File: src/rtl/alu_pkg.sv
// rtl/alu_pkg.sv - shared ALU opcode and sequencer state types
package alu_pkg;

  typedef enum logic [1:0] {
    ALU_ADD = 2'b00,
    ALU_SUB = 2'b01,
    ALU_AND = 2'b10,
    ALU_OR  = 2'b11
  } alu_op_e;

  typedef enum logic [1:0] {
    IDLE,
    SETTLE,
    RESP
  } seq_state_e;

endpackage

File: src/rtl/alu_golden_model.sv
// rtl/alu_golden_model.sv - combinational reference ALU used for self-check
module alu_golden_model
  import alu_pkg::*;
#(
  parameter int DATA_WIDTH = 5
) (
  input  logic [DATA_WIDTH-1:0] op1,
  input  logic [DATA_WIDTH-1:0] op2,
  input  alu_op_e               opcode,
  output logic [DATA_WIDTH-1:0] result,
  output logic                  zero
);

  // add/sub wrap modulo 2^DATA_WIDTH; carry and borrow are dropped
  always_comb begin
    result = '0;
    case (opcode)
      ALU_ADD: result = op1 + op2;
      ALU_SUB: result = op1 - op2;
      ALU_AND: result = op1 & op2;
      ALU_OR:  result = op1 | op2;
      default: result = '0;
    endcase
  end

  assign zero = (result == '0);

endmodule

File: src/rtl/alu_op_sequencer.sv
// rtl/alu_op_sequencer.sv - drives the ALU, samples after settle, checks against golden model
module alu_op_sequencer
  import alu_pkg::*;
#(
  parameter int DATA_WIDTH    = 5,
  parameter int SETTLE_CYCLES = 1,
  parameter int CNT_WIDTH     = 8
) (
  input  logic                  clk,
  input  logic                  rst_n,
  input  logic                  req_valid,
  output logic                  req_ready,
  input  logic [DATA_WIDTH-1:0] req_op1,
  input  logic [DATA_WIDTH-1:0] req_op2,
  input  logic [1:0]            req_opcode,
  output logic [DATA_WIDTH-1:0] alu_rs1,
  output logic [DATA_WIDTH-1:0] alu_src2,
  output logic [1:0]            alu_inst,
  input  logic [DATA_WIDTH-1:0] alu_result,
  input  logic                  alu_zero,
  output logic                  rsp_valid,
  input  logic                  rsp_ready,
  output logic [DATA_WIDTH-1:0] rsp_result,
  output logic                  rsp_zero,
  output logic                  rsp_mismatch,
  output logic [CNT_WIDTH-1:0]  op_count,
  output logic [CNT_WIDTH-1:0]  mismatch_count
);

  localparam int SCW = (SETTLE_CYCLES > 1) ? $clog2(SETTLE_CYCLES) : 1;
  localparam logic [SCW-1:0] SETTLE_LOAD = SCW'(SETTLE_CYCLES - 1);
  localparam logic [CNT_WIDTH-1:0] CNT_MAX = {CNT_WIDTH{1'b1}};

  seq_state_e            state_q;
  seq_state_e            state_d;
  logic [SCW-1:0]        settle_cnt;
  logic                  accept;
  logic                  sample;
  logic                  retire;
  logic [DATA_WIDTH-1:0] gold_result;
  logic                  gold_zero;

  alu_golden_model #(
    .DATA_WIDTH(DATA_WIDTH)
  ) u_golden (
    .op1   (alu_rs1),
    .op2   (alu_src2),
    .opcode(alu_op_e'(alu_inst)),
    .result(gold_result),
    .zero  (gold_zero)
  );

  always_ff @(posedge clk or negedge rst_n) begin
    if (!rst_n) state_q <= IDLE;
    else        state_q <= state_d;
  end

  always_comb begin
    state_d = state_q;
    accept  = 1'b0;
    sample  = 1'b0;
    retire  = 1'b0;
    case (state_q)
      IDLE: begin
        if (req_valid) begin
          accept  = 1'b1;
          state_d = SETTLE;
        end
      end
      SETTLE: begin
        if (settle_cnt == '0) begin
          sample  = 1'b1;
          state_d = RESP;
        end
      end
      RESP: begin
        if (rsp_ready) begin
          retire  = 1'b1;
          state_d = IDLE;
        end
      end
      default: state_d = IDLE;
    endcase
  end

  assign req_ready = (state_q == IDLE);
  assign rsp_valid = (state_q == RESP);

  // alu_* deliberately hold after a response; only a new accept reloads them
  always_ff @(posedge clk or negedge rst_n) begin
    if (!rst_n) begin
      alu_rs1    <= '0;
      alu_src2   <= '0;
      alu_inst   <= '0;
      settle_cnt <= '0;
    end else if (accept) begin
      alu_rs1    <= req_op1;
      alu_src2   <= req_op2;
      alu_inst   <= req_opcode;
      settle_cnt <= SETTLE_LOAD;
    end else if (state_q == SETTLE && settle_cnt != '0) begin
      settle_cnt <= settle_cnt - SCW'(1);
    end
  end

  always_ff @(posedge clk or negedge rst_n) begin
    if (!rst_n) begin
      rsp_result   <= '0;
      rsp_zero     <= 1'b0;
      rsp_mismatch <= 1'b0;
    end else if (sample) begin
      rsp_result   <= alu_result;
      rsp_zero     <= alu_zero;
      rsp_mismatch <= (alu_result != gold_result) || (alu_zero != gold_zero);
    end
  end

  // Counters stick at all-ones so a long soak never reports a false low count
  always_ff @(posedge clk or negedge rst_n) begin
    if (!rst_n) begin
      op_count       <= '0;
      mismatch_count <= '0;
    end else if (retire) begin
      if (op_count != CNT_MAX) op_count <= op_count + CNT_WIDTH'(1);
      if (rsp_mismatch && mismatch_count != CNT_MAX)
        mismatch_count <= mismatch_count + CNT_WIDTH'(1);
    end
  end

endmodule

File: config.mk
export PLATFORM = sky130hd
export DESIGN_NAME = alu_op_sequencer
export DESIGN_NICKNAME = d
export VERILOG_FILES = /design/src/rtl/alu_pkg.sv /design/src/rtl/alu_golden_model.sv /design/src/rtl/alu_op_sequencer.sv
export SDC_FILE = /design/constraint.sdc
export NUM_CORES = 1
export LEC_CHECK = 0
export ABC_AREA = 1
export CORE_UTILIZATION = 33
export DETAILED_ROUTE_END_ITERATION = 6
export GPL_TIMING_DRIVEN = 0
export PLACE_DENSITY = 0.66
export SLEW_MARGIN = 20
export SYNTH_ARGS = -nofsm -noshare
export SYNTH_HDL_FRONTEND = slang
export SYNTH_SLANG_ARGS = --single-unit
File: constraint.sdc
create_clock -name clk -period 3.3 [get_ports clk]
set_clock_uncertainty 0.1 [all_clocks]
set_input_delay 0.66 -clock clk [delete_from_list [all_inputs] [get_ports clk]]
set_output_delay 0.66 -clock clk [all_outputs]
set_load 0.02 [all_outputs]
==> results of run 1 <==
## layout make-up
class | count | area share [%]
clock buffers | 7 | 2.98
multi-input cells | 187 | 34.6
repair buffers | 59 | 20.5
plain buffers | 3 | 0.388
clock inverters | 1 | 0.172
inverters | 41 | 5.35
flip-flops and latches | 38 | 32.8
well taps | 75 | 3.23
## flip-flops by register name, summed over array words and instances, names as in the netlist
| signal | count |
|---|---|
| mismatch_count | 8 |
| op_count | 8 |
| alu_rs1 | 5 |
| alu_src2 | 5 |
| rsp_result | 5 |
| alu_inst | 2 |
| state_q | 2 |
| rsp_mismatch | 1 |
| rsp_zero | 1 |
| settle_cnt | 1 |
## cell usage after synthesis
cell type  number
clkbuf_1        3
o21ai_0        16
dfrtp_1        38
xnor2_1         9
nand3_2         2
inv_1          35
nand2_2         4
clkinv_2        1
clkinv_1        1
and2b_1         1
mux2_2          1
and3_1          1
ha_1            9
inv_2           4
or2_1           1
a22oi_1         1
a21oi_1         5
fa_1            1
nor3_1          2
xor2_1          6
a31oi_1         1
nand3_1        22
o31ai_1         2
nand4_1         8
or2_2           1
nor2_1         28
nand2_1        66
## layout by cell type (no fill, tap or decap), drive strengths merged
| cell type | n |
|---|---|
| nor2 | 28 |
| and2b | 1 |
| or2 | 2 |
| clkinv | 3 |
| nand4 | 8 |
| xor2 | 6 |
| a22oi | 1 |
| nor3 | 2 |
| clkbuf | 10 |
| and3 | 1 |
| a31oi | 1 |
| o21ai | 16 |
| clkdlybuf4s50 | 57 |
| inv | 39 |
| nand2 | 70 |
| a21oi | 5 |
| dfrtp | 38 |
| ha | 9 |
| fa | 1 |
| o31ai | 2 |
| nand3 | 24 |
| mux2 | 1 |
| xnor2 | 9 |
| buf | 2 |
## metal layers
layer	vias to the layer above	GRT usage [%]	routed length, um
met5	-	0	0
met4	0	7.19	112
met3	11	2.75	198
met1	873	22.1	2400
met2	53	24.6	2240
li1	983	-	-
## cells by family (layout without fill, tap and decap cells)
kind of cell / count (synthesis) / after routing / share of synthesized area (%)
muxes: 1 / 1 / 0.531
and+or+nand+nor: 136 / 136 / 28.0
xor gates and xnor gates: 15 / 15 / 6.19
buffers and inverters: 44 / 111 / 7.85
adders and majority gates: 10 / 10 / 6.25
DFF: 38 / 38 / 44.8
AOI/OAI and AO/OA: 25 / 25 / 6.31
## worst paths after layout
check                      slack, ns          start            end  cells past startpoint
max                             0.64    alu_src2[0]   rsp_mismatch                     13
min                             0.13          rst_n     alu_rs1[0]                      1
max reg2reg                     0.64    alu_src2[0]   rsp_mismatch                     13
min reg2reg                     0.39  rsp_result[4]  rsp_result[4]                      2
max in group asynchronous       2.53          rst_n  rsp_result[3]                      2
min in group clk                0.39  rsp_result[4]  rsp_result[4]                      2
## through the flow
step / hold slack, ns / utilization, % / area, um2 / instances
floorplan: 0.264 / - / 2120 / 269
detailed placement: 0.374 / 46.4 / 2810 / 403
global placement: 0.368 / 46.1 / 2800 / 402
global route: 0.131 / 47.9 / 2900 / 411
finish: 0.127 / 47.9 / 2900 / 411
CTS: 0.128 / 47.9 / 2900 / 411
## report_power, final
part | internal, mW | switching, mW
clock | 0.169 | 0.160
sequential | 0.640 | 0.208
combinational | 0.777 | 1.04
total | 1.58 | 1.41
==> out/qor.txt, run 1 <==
status: complete, no violations
Final Hold Vio Count: 0
Area Growth Syn to Fin: 36.8%
DR vias: 1,920
Post-DP HPWL: 3.84 mm
Starting Density: 35.0%
fin crit period: 2.66 ns
Worst Hold Class: input port to asynchronous set/reset pin
fill cell count: 596
Via density: 4.67
Layout Nets: 367
Critical Path RT: 3.38 ns
Routed WL: 4.95 mm
vias in the first global route: 1,809
Setup violations, final: 0
placer congestion estimate: 0.851
# H-tree levels: 2
# resized after CTS: 0
buffers plus inverters on the worst setup path: 1
overall routing resource usage: 16.1%
DRT antenna net count: 0
Startpoint Class: register
Syn Nets: 301
crit-path most repeated cell: nand2_1
biggest area consumer among synthesized cells: dfrtp_1
register area share after synthesis: 44.8%
Distinct cells, synth: 27
top cell type's share of synthesized area: 44.8%
Reg area: 951 um2
multi-input logic area: 1000 um2
crit-path cells: inv_1 -> ha_1 -> a21oi_1 -> fa_1 -> nand2_1 -> nand3_1 -> nor3_1 -> and2b_1 -> nand2_1 -> nand2_1 -> nand2_1 -> nor2_1 -> nor2_1
ant diodes: 0
RSZ-0062 raised after global routing: false
yosys warns: 0
Core Region: 6060 um2
Clock Pin Slew Worst Setup and Hold Paths: 0.07 ns
number of synthesized register bits: 38
P_leak: 1.41 nW
Slew headroom: 72.5%
first-pass GRT wire length: 8.18 mm
CTS Buf Count: 5
post-route setup TNS: 0 ns
Post-Syn Area per Cell: 7.88 um2
Crit-path slowest cell: fa_1
pin count of the biggest net entering global routing: 31
Top delay family on crit path: simple AND/OR/NAND/NOR gates
GR Overflow Total: 0
clock buffer depth: 2
P per Cell Area: 1030 nW/um2
Worst-Skew Late Latency: 0.29 ns
clk root buf: clkbuf_8
synth top area cells: dfrtp_1, nand2_1, inv_1
Rows: 28
slowest stage delay, CP: 0.48 ns
DRT iter0 DRCs: 77
critical path type: register to register
Post-CTS Setup Inserts: 0
Die Area: 6750 um2
DRC violations left: 0
hold_buf cts: 0
worst endpoint data arrival time: 2.74 ns
clock sink count: 38
Die Y: 82.2 um
Total Power: 3.00 mW
Setup WS pre-CTS: 0.638 ns
post-DR wirelength/cell: 12.0 um
MaxCap Viol Count: 0
Final Slew Violations: 0
CP max FO: 5
Peak VDD IR: 0.452 mV
Final WS setup: 0.637 ns
synthesized area: 2120 um2
drt pass-1 iters: 4
antenna violations before repair: 0
layout cells sized above 1: 6.55%
maximum clock rate: 375 MHz
TritonCTS clock tree: yes
cells after synthesis: 269
fin crit share: 80.7%
I/O pins: 59
Port Buffer Count: 58
worst-margin pin slew: 0.408 ns
crit path capture type: register
Die Wd: 82.2 um
Power figures use the tool's default switching activity.
==> inputs of run 2 (changes only) <==
PLACE_DENSITY = 0.68   (was 0.66)
clock period = 2.2 ns   (was 3.3 ns; I/O delays follow)
==> out/qor.txt, run 2 (same netlist as run 1, synthesis figures left out) <==
status: finished, violations left
failing checks: setup timing
Placed Cells: 403
antenna violations before repair: 0
layout cells sized above 1: 12.8%
Slew headroom: 75.7%
worst-margin pin slew: 0.364 ns
Setup violations, final: 1
drt pass-1 iters: 4
Peak VDD IR: 0.704 mV
clock buffer depth: 2
ant diodes: 0
Setup crit end: rsp_mismatch
Startpoint Class: register
P per Cell Area: 1630 nW/um2
Worst-Skew Late Latency: 0.28 ns
global routing met2 resource utilization: 26.3%
DR vias: 1,938
post-DR wirelength/cell: 11.8 um
Via density: 4.63
placer congestion estimate: 0.873
reg2reg setup slack: -0.14 ns
met3 Use GR: 2.64%
GR Overflow Total: 0
Core Region: 6060 um2
CP max FO: 4
Area Growth Syn to Fin: 45.7%
critical path type: register to register
Hold Path Cell Cnt: 2
DRT iter0 DRCs: 65
RSZ-0062 raised after global routing: true
overall routing resource usage: 16.4%
Worst R2R Path Depth: 13
maximum clock rate: 427 MHz
Clock Pin Slew Worst Setup and Hold Paths: 0.08 ns
Die Area: 6750 um2
clk root buf: clkbuf_8
crit path capture type: register
Die Wd: 82.2 um
biggest regs: mismatch_count: 8 flops, op_count: 8 flops
fin area: 3090 um2
MaxCap Viol Count: 0
GR Layer Usage met1: 22.4%
TritonCTS clock tree: yes
Final Hold Vio Count: 0
Rows: 28
I/O pins: 59
fin crit share: 106%
DRT antenna net count: 0
P_leak: 1.49 nW
Final Slew Violations: 0
Starting Density: 35.0%
Final WS setup: -0.140 ns
Routed WL: 4.96 mm
R2R Path Start: alu_src2[0]
clock sink count: 38
worst endpoint data arrival time: 2.42 ns
Layout Nets: 375
Worst R2R End: rsp_mismatch
Post-DP HPWL: 3.85 mm
Worst Hold Class: register to register
first-pass GRT wire length: 8.38 mm
# H-tree levels: 2
Port Buffer Count: 58
placed cell areas: 2840 um2
fin cells: 419
DRC violations left: 0
commonest non-fill, non-tap cell in the layout: nand2_1
busiest grt layer: met2
Total Power: 5.02 mW
pin count of the biggest net entering global routing: 31
CTS Buf Count: 5
Die Y: 82.2 um
most frequent cells in the layout: nand2_1, clkdlybuf4s50_1, dfrtp_1
vias in the first global route: 1,822
final core occ: 51.0%
crit path from: alu_src2[0]
Critical Path RT: 2.28 ns
fin crit period: 2.34 ns
fill cell count: 588
==> run 2: worst min-delay path by stage <==
stage	from	to	slack (ns)
floorplan	rst_n	alu_inst[0]	0.04
global placement	rsp_zero	rsp_zero	0.37
detailed placement	rst_n	rsp_result[1]	0.22
CTS	rsp_result[3]	rsp_result[3]	0.39
global route	rsp_result[4]	rsp_result[4]	0.43
finish	rsp_result[3]	rsp_result[3]	0.39
==> run 2: worst max-delay path, stage by stage, from the launching register on <==
cell and delay [ns]:
dfrtp_2 0.45, inv_4 0.07, ha_4 0.19, a21oi_4 0.15
fa_1 0.44, nand2_2 0.10, nand3_2 0.09, nor3_2 0.19
and2b_1 0.16, nand2_1 0.05, nand2_1 0.05, nand2_1 0.04
nor2_1 0.09, nor2_1 0.05
==> run 2: layout make-up <==
cell class                 count  area (um2)  share of cell area, %
clock inverter                 2        60.1                   1.94
clock buffer                   6        82.6                   2.67
inverter                      41         163                   5.27
tap                           75        93.8                   3.04
buffer                         3        11.3                  0.365
sequential                    38         955                   30.9
timing repair buffer          67         658                   21.3
multi-input combinational    187        1070                   34.5
==> run 2: power by group <==
group,total (mW),internal (mW),switching [mW]
sequential,1.27,0.964,0.311
clock,0.735,0.484,0.252
combinational,3.01,1.34,1.67
==> run 2: repair_timing <==
item | 4_1_cts | 5_1_grt
setup buffers | 7 | 0
endpoints found under the setup margin | 1 | 1
gates cloned | 0 | 0
hold buffers | 1 | 0
resized for setup | 10 | 0
pin swaps | 10 | 2
hold endpoints to repair | 8 | 0
==> run 2: through the flow <==
stage / setup TNS (ns) / setup WS, ns / hold slack [ns]
finish: -0.140 / -0.140 / 0.388
global route: -0.369 / -0.369 / 0.430
CTS: -0.119 / -0.119 / 0.394
detailed placement: -0.222 / -0.222 / 0.221
global placement: -14.90 / -0.516 / 0.369
floorplan: -0.0412 / -0.0412 / 0.0444
==> run 2: per-layer routing <==
metal	routed length (um)	vias up
met5	0	-
met4	40	0
met3	209	2
met2	2240	42
met1	2470	891
li1	-	1003
==> inputs of run 3 (changes only) <==
CTS_BUF_LIST = sky130_fd_sc_hd__clkbuf_4 sky130_fd_sc_hd__clkbuf_8   (was unset)
CTS_CLUSTER_SIZE = 40   (was unset)
==> results of run 3 <==
No change in the layout: final DEF, timing and power equal those of run 2.
